**config.mk**
```make
export PLATFORM = sky130hd
export DESIGN_NAME = imm_gen_pipe
export DESIGN_NICKNAME = d
export VERILOG_FILES = /design/src/rtl/imm_pkg.sv /design/src/rtl/imm_decode.sv /design/src/rtl/imm_gen_pipe.sv
export SDC_FILE = /design/constraint.sdc
export NUM_CORES = 1
export LEC_CHECK = 0
export BUFFER_PORTS_ARGS = -buffer_cell sky130_fd_sc_hd__buf_2
export CAP_MARGIN = 20
export CORE_AREA = 2 2 105 107
export CTS_CLUSTER_DIAMETER = 150
export DETAILED_ROUTE_END_ITERATION = 16
export DIE_AREA = 0 0 107 109
export GPL_TIMING_DRIVEN = 0
export PLACE_DENSITY = 0.75
export SYNTH_ARGS = -nofsm -noshare
export SYNTH_HDL_FRONTEND = slang
export SYNTH_SLANG_ARGS = --single-unit
```
**constraint.sdc**
```tcl
create_clock -name clk -period 2.5 [get_ports clk]
set_clock_uncertainty 0.1 [all_clocks]
set_input_delay 0.5 -clock clk [delete_from_list [all_inputs] [get_ports clk]]
set_output_delay 0.5 -clock clk [all_outputs]
set_load 0.02 [all_outputs]
```
**src/rtl/imm_pkg.sv**
```systemverilog
// Shared opcode constants and immediate-format encoding for the ID-stage immediate generator.
package imm_pkg;

  localparam int unsigned INSTR_W = 32;

  localparam logic [6:0] OPC_LOAD   = 7'b0000011;
  localparam logic [6:0] OPC_OP_IMM = 7'b0010011;
  localparam logic [6:0] OPC_AUIPC  = 7'b0010111;
  localparam logic [6:0] OPC_STORE  = 7'b0100011;
  localparam logic [6:0] OPC_OP     = 7'b0110011;
  localparam logic [6:0] OPC_LUI    = 7'b0110111;
  localparam logic [6:0] OPC_BRANCH = 7'b1100011;
  localparam logic [6:0] OPC_JALR   = 7'b1100111;
  localparam logic [6:0] OPC_JAL    = 7'b1101111;
  localparam logic [6:0] OPC_SYSTEM = 7'b1110011;

  localparam logic [2:0] FUNCT3_SLL = 3'b001;
  localparam logic [2:0] FUNCT3_SRX = 3'b101;

  typedef enum logic [2:0] {
    FMT_R   = 3'd0,
    FMT_I   = 3'd1,
    FMT_S   = 3'd2,
    FMT_B   = 3'd3,
    FMT_U   = 3'd4,
    FMT_J   = 3'd5,
    FMT_SH  = 3'd6,
    FMT_BAD = 3'd7
  } fmt_e;

endpackage

```
**src/rtl/imm_decode.sv**
```systemverilog
// Combinational instruction -> immediate/format/illegal decode for RV32I/RV64I.
module imm_decode
  import imm_pkg::*;
#(
  parameter int unsigned XLEN = 32
) (
  input  logic [INSTR_W-1:0] instr,
  output logic [XLEN-1:0]    imm_c,
  output fmt_e               fmt_c,
  output logic               illegal_c
);

  // Opcode-driven format select and sign-extending immediate assembly
  always_comb begin
    imm_c     = '0;
    fmt_c     = FMT_R;
    illegal_c = 1'b0;
    case (instr[6:0])
      OPC_LOAD, OPC_JALR, OPC_SYSTEM: begin
        fmt_c = FMT_I;
        imm_c = XLEN'($signed(instr[31:20]));
      end
      OPC_OP_IMM: begin
        if (instr[14:12] == FUNCT3_SLL || instr[14:12] == FUNCT3_SRX) begin
          if (XLEN == 32 && instr[25]) begin
            // shamt >= 32 has no meaning on a 32-bit datapath
            fmt_c     = FMT_BAD;
            illegal_c = 1'b1;
          end else if (XLEN == 32) begin
            fmt_c = FMT_SH;
            imm_c = XLEN'(instr[24:20]);
          end else begin
            fmt_c = FMT_SH;
            imm_c = XLEN'(instr[25:20]);
          end
        end else begin
          fmt_c = FMT_I;
          imm_c = XLEN'($signed(instr[31:20]));
        end
      end
      OPC_STORE: begin
        fmt_c = FMT_S;
        imm_c = XLEN'($signed({instr[31:25], instr[11:7]}));
      end
      OPC_BRANCH: begin
        fmt_c = FMT_B;
        imm_c = XLEN'($signed({instr[31], instr[7], instr[30:25], instr[11:8], 1'b0}));
      end
      OPC_LUI, OPC_AUIPC: begin
        fmt_c = FMT_U;
        imm_c = XLEN'($signed({instr[31:12], 12'b0}));
      end
      OPC_JAL: begin
        fmt_c = FMT_J;
        imm_c = XLEN'($signed({instr[31], instr[19:12], instr[20], instr[30:21], 1'b0}));
      end
      OPC_OP: begin
        fmt_c = FMT_R;
      end
      default: begin
        fmt_c     = FMT_BAD;
        illegal_c = 1'b1;
      end
    endcase
  end

endmodule

```
**src/rtl/imm_gen_pipe.sv**
```systemverilog
// Registered, handshaked immediate generator: one output register plus one skid entry.
module imm_gen_pipe
  import imm_pkg::*;
#(
  parameter int unsigned XLEN  = 32,
  parameter int unsigned CNT_W = 16
) (
  input  logic               clk,
  input  logic               rst_n,
  input  logic               flush,
  input  logic               in_valid,
  output logic               in_ready,
  input  logic [INSTR_W-1:0] in_instr,
  output logic               out_valid,
  input  logic               out_ready,
  output logic [XLEN-1:0]    out_imm,
  output fmt_e               out_fmt,
  output logic               out_illegal,
  output logic [INSTR_W-1:0] out_instr,
  output logic [CNT_W-1:0]   illegal_cnt
);

  localparam logic [CNT_W-1:0] CNT_MAX = '1;

  logic [INSTR_W-1:0] skid_instr;
  logic               skid_valid;

  logic [INSTR_W-1:0] dec_in_c;
  logic [XLEN-1:0]    dec_imm_c;
  fmt_e               dec_fmt_c;
  logic               dec_illegal_c;

  logic               accept_c;
  logic               load_c;
  logic               out_valid_d;
  logic               skid_valid_d;
  logic               in_ready_d;
  logic [INSTR_W-1:0] skid_instr_d;
  logic [CNT_W-1:0]   cnt_d;

  // A held skid entry always drains first; while it is held in_ready is low,
  // so the single decoder never has to serve the input and the skid at once.
  assign dec_in_c = skid_valid ? skid_instr : in_instr;

  imm_decode #(
    .XLEN(XLEN)
  ) u_decode (
    .instr    (dec_in_c),
    .imm_c    (dec_imm_c),
    .fmt_c    (dec_fmt_c),
    .illegal_c(dec_illegal_c)
  );

  // Next-state for output/skid occupancy, ready and illegal counter
  always_comb begin
    accept_c     = in_valid && in_ready && !flush;
    load_c       = 1'b0;
    out_valid_d  = out_valid;
    skid_valid_d = skid_valid;
    skid_instr_d = skid_instr;
    cnt_d        = illegal_cnt;

    if (flush) begin
      out_valid_d  = 1'b0;
      skid_valid_d = 1'b0;
    end else if (!out_valid || out_ready) begin
      if (skid_valid) begin
        load_c       = 1'b1;
        out_valid_d  = 1'b1;
        skid_valid_d = 1'b0;
      end else if (accept_c) begin
        load_c      = 1'b1;
        out_valid_d = 1'b1;
      end else begin
        out_valid_d = 1'b0;
      end
    end else if (accept_c) begin
      skid_instr_d = in_instr;
      skid_valid_d = 1'b1;
    end

    if (accept_c && dec_illegal_c && illegal_cnt != CNT_MAX) begin
      cnt_d = illegal_cnt + CNT_W'(1);
    end

    in_ready_d = !skid_valid_d;
  end

  // State and registered outputs
  always_ff @(posedge clk or negedge rst_n) begin
    if (!rst_n) begin
      in_ready    <= 1'b1;
      out_valid   <= 1'b0;
      out_imm     <= '0;
      out_fmt     <= FMT_R;
      out_illegal <= 1'b0;
      out_instr   <= '0;
      skid_instr  <= '0;
      skid_valid  <= 1'b0;
      illegal_cnt <= '0;
    end else begin
      in_ready    <= in_ready_d;
      out_valid   <= out_valid_d;
      skid_instr  <= skid_instr_d;
      skid_valid  <= skid_valid_d;
      illegal_cnt <= cnt_d;
      if (load_c) begin
        out_imm     <= dec_imm_c;
        out_fmt     <= dec_fmt_c;
        out_illegal <= dec_illegal_c;
        out_instr   <= dec_in_c;
      end
    end
  end

endmodule

```
==> Implementation_results.wiki <==
{| class="wikitable"
! Metric !! Value
|-
| Outcome || complete, no violations
|-
| Vertical die dimension || approximately 110 um
|-
| Signed area change from the synthesized netlist to the final layout || 28.7%
|-
| Fin area || between 0.007 and 0.008 mm^2
|-
| Power per unit of standard cell area || 781 mW/mm^2
|-
| Number of standard-cell rows in the floorplan || 38
|-
| Startpoint class of the critical path || flop
|-
| Hold EP || out_valid$_DFFE_PN0P_
|-
| Routed wire per std cell || ~19 um
|-
| Detail Route Antenna Nets || 0
|-
| Quantity of I/O buffers inserted on ports || approximately 120
|-
| Area of the mapped netlist || roughly 0.0056 mm^2
|-
| Number of placed I/O pins || around 120
|-
| Cell-by-cell trace of the critical path || buf_6 -> mux2_4 -> or4_4 -> a221oi_4 -> buf_4 -> nor4_1 -> xor2_1
|-
| Synth Area in Adders || less than 1%
|-
| Total clock buffers created by CTS || 17
|-
| Hold_sp || flush
|-
| Worst reg2reg path endpoint || illegal_cnt[12]$_DFFE_PN0P_
|-
| Drt via density || ~5.8
|-
| Synthesized instance count || 504
|-
| Total setup violations reported at the end of the flow || 0
|-
| IR Drop Worst-Case VDD || 0.000592 V
|-
| Combined global-route utilization of all metal layers || 26.9%
|-
| Hold Path Cell Cnt || 2
|-
| Final worst path period share || just under 100%
|-
| Worst path bufs/invs || 2
|-
| Hold Fails Final Rpt || 0
|-
| Count leader, synth || sky130_fd_sc_hd__dfrtp_1
|-
| Core footprint || 0.0106 mm^2
|-
| Yosys top cell by area || sky130_fd_sc_hd__dfrtp_1
|-
| Multiplexer fraction of the synthesized cell area || roughly an eighth
|-
| Instance count after placement with tap cells included || around 770
|-
| Number of storage elements in the synthesis netlist || around 120
|-
| Synthesized-area fraction occupied by ao, oa, aoi and oai cells || between 10 and 15%
|-
| Period minus WS final || about 2.4 ns
|-
| Share of cells above drive strength 1 || between 30% and 40%
|-
| Average size of a mapped cell || ~11 um^2
|-
| Width of the die || around 110 um
|-
| R2R cell count || 7
|-
| Register area share after synthesis || approximately 53%
|-
| Startpoint of the lowest-slack register-to-register path || skid_valid$_DFF_PN0_
|-
| Floorplan die area || between 0.01 and 0.015 mm^2
|-
| Area share of and/or/nand/nor cells after synthesis || 13.5%
|-
| Maximum net fanout on the critical path || 8
|-
| Category of the critical setup timing path || flop to flop
|-
| Share of flip-flops with an asynchronous set or reset after synthesis || 100%
|-
| Synth top area share || between 50% and 60%
|-
| CTS HTree Levels || 4
|-
| Clock Latency Late Sink || 0.52 ns
|-
| Worst R2R Setup Slack || about 0.054 ns
|-
| Largest family of logic cells by synthesized area || compound AO/OA/AOI/OAI gates
|-
| Routed WL || between 15000 and 20000 um
|-
| Syn nets || 542
|-
| Cell type group with the largest total delay on the critical path || simple AND/OR/NAND/NOR gates
|-
| Wire length of the first global-routing pass || about 24000 um
|-
| Clk pin slew, worst setup/hold paths || around 0.06 ns
|-
| Number of synthesized flops with an enable pin || 0
|-
| Slew Viols, Final || 0
|-
| Stage delay of the slowest cell on the critical path || 0.52 ns
|-
| Synthesis Warnings || 0
|-
| Number of antenna violations at the first check in global routing || 0
|-
| Pin count of the biggest net entering global routing || 82
|-
| Max_cap viols || 0
|-
| Clock tree from TritonCTS || yes
|-
| Leading cell types by total area after synthesis || sky130_fd_sc_hd__dfrtp_1 53%, sky130_fd_sc_hd__mux2_2 6.7%, sky130_fd_sc_hd__mux2i_1 5.6%
|-
| Post-detailed-placement half-perimeter wirelength || 10600 um
|-
| First-pass iteration count of the detailed router || 5
|-
| CP Data Arrival Time || 2.73 ns
|-
| Post-place instance area || between 0.006 and 0.007 mm^2
|-
| Effective utilization at floorplan || approximately 53%
|-
| Clock root cell || sky130_fd_sc_hd__clkbuf_8
|-
| Leakage || roughly 3.4 nW
|-
| Number of DRC violations after detailed-routing iteration 0 || approximately 340
|-
| Slew of the pin with the lowest slew margin || between 0.5 and 0.6 ns
|-
| Nets || 695
|-
| Post-synthesis xor/xnor area fraction || under 10%
|-
| Final RePlAce weighted congestion || approximately 0.94
|-
| Overflow after GRT || 0
|-
| Req. time, crit path || between 2 and 3 ns
|-
| Number of vias in the routed layout || roughly 4700
|-
| Final-layout setup total negative slack || 0 ns
|-
| Type of the tightest min-delay check || primary input to flop
|-
| Clock sink total || between 100 and 150
|-
| Sort of element at the end of the critical path || flop
|-
| Most common library cells after synthesis || 118 x sky130_fd_sc_hd__dfrtp_1, 52 x sky130_fd_sc_hd__nand2_1, 36 x sky130_fd_sc_hd__nor2_1
|-
| F_max || about 0.4 GHz
|-
| Finished Layout Cells || approximately 810
|-
| Maximum clock path buffer count || 2
|-
| Count of distinct cell types in the synthesized netlist || 63
|-
| Worst-path cell with the longest stage delay || sky130_fd_sc_hd__or4_4
|-
| Via count of the first global-routing pass || about 4700
|-
| Setup repair after global routing missed its margin || true
|-
| # DRC || 0
|-
| Number of antenna cells inserted || 0
|-
| Remaining max-slew budget at the tightest pin || between 60% and 70%
|-
| Most used flip-flop cell after synthesis || sky130_fd_sc_hd__dfrtp_1
|-
| Filler instances || ~800
|}
-- how the worst max path moves through the flow --
stage,startpoint,endpoint,cells past startpoint
after floorplan,skid_valid$_DFF_PN0_,illegal_cnt[1]$_DFFE_PN0P_,6
after global placement,rst_n,out_instr[15]$_DFFE_PN0P_,1
after detailed placement,in_instr[5],out_imm[6]$_DFFE_PN0P_,8
after CTS,skid_valid$_DFF_PN0_,out_imm[12]$_DFFE_PN0P_,7
after global routing,skid_valid$_DFF_PN0_,illegal_cnt[12]$_DFFE_PN0P_,9
final,skid_valid$_DFF_PN0_,illegal_cnt[12]$_DFFE_PN0P_,7
-- cells in the final DEF (no fill, tap or decap), drive strengths merged, types with 3 or more instances in the layout --
cell type | Yosys | final
nand2b | 4 | 4
o22ai | 10 | 10
a21oi | 9 | 9
dfrtp | 118 | 118
mux2i | 31 | 31
nor4 | 5 | 5
inv | 7 | 8
and2 | 3 | 3
a211oi | 4 | 4
o21ai | 44 | 44
a31oi | 4 | 4
a22o | 15 | 15
clkbuf | 13 | 33
nor3 | 10 | 10
clkinvlp | 0 | 4
nor3b | 3 | 3
o2bb2ai | 4 | 4
xor2 | 15 | 15
nor2 | 37 | 37
mux2 | 35 | 35
clkinv | 0 | 6
buf | 15 | 147
nor2b | 9 | 9
nand2 | 53 | 53
nand4 | 5 | 5
and3 | 3 | 3
nand3 | 8 | 8
a21o | 7 | 7
-- through the flow --
stage          utilization (%)  power (mW)  setup slack, ns  hold slack (ns)
2_1_floorplan                -        3.02            0.209            0.104
3_3_place_gp              60.1        3.36           -0.589            0.357
3_5_place_dp              60.4        3.41           -0.188            0.333
4_1_cts                   66.0        5.60          -0.0217           0.0628
5_1_grt                   67.8        5.86          -0.0345           0.0759
6_report                  67.8        5.61           0.0541           0.0921
-- per-layer routing --
metal	vias to the layer above	global-route usage, %	part of all wire, %
met1	2338	34.9	43
met2	176	42.9	49
met3	31	7.17	5.8
met4	0	11.5	2.4
li1	2128	-	-
met5	-	0	0
-- cell families after synthesis --
group	Yosys count
xor+xnor	15
mux	66
simple gates	152
compound gates	116
flops	119
fa+ha+maj	1
buf+inv	35
-- cell type report --
cell class	count	area [um^2]	share of cell area [%]
repair buffers	134	758	10.6
well taps	140	175	2.44
flip-flops and latches	119	2980	41.5
multi-input cells	350	2540	35.4
plain buffers	28	173	2.40
inverters	7	26.3	0.366
clock inverters	12	106	1.48
clock buffers	19	422	5.87
-- timing repair --
item | CTS | global route
setup endpoints to repair | 55 | 64
setup buffers | 1 | 8
pin swaps | 1 | 3
endpoints found under the hold margin | 37 | 0
hold buffers | 1 | 0
resized for setup | 15 | 32
gates cloned | 0 | 1
-- registers in the layout (all words and copies together) (netlist names) --
register,flops
skid_valid,1
out_instr,32
in_ready,1
out_illegal,1
out_valid,1
skid_instr,32
out_fmt,3
illegal_cnt,16
out_imm,32
-- power breakdown --
group | internal, mW | total [mW] | switching, mW
sequential | 2.21 | 2.44 | 0.225
clock | 1.31 | 2.18 | 0.874
combinational | 0.406 | 0.993 | 0.587
total | 3.93 | 5.61 | 1.69
Power figures use the tool's default switching activity.
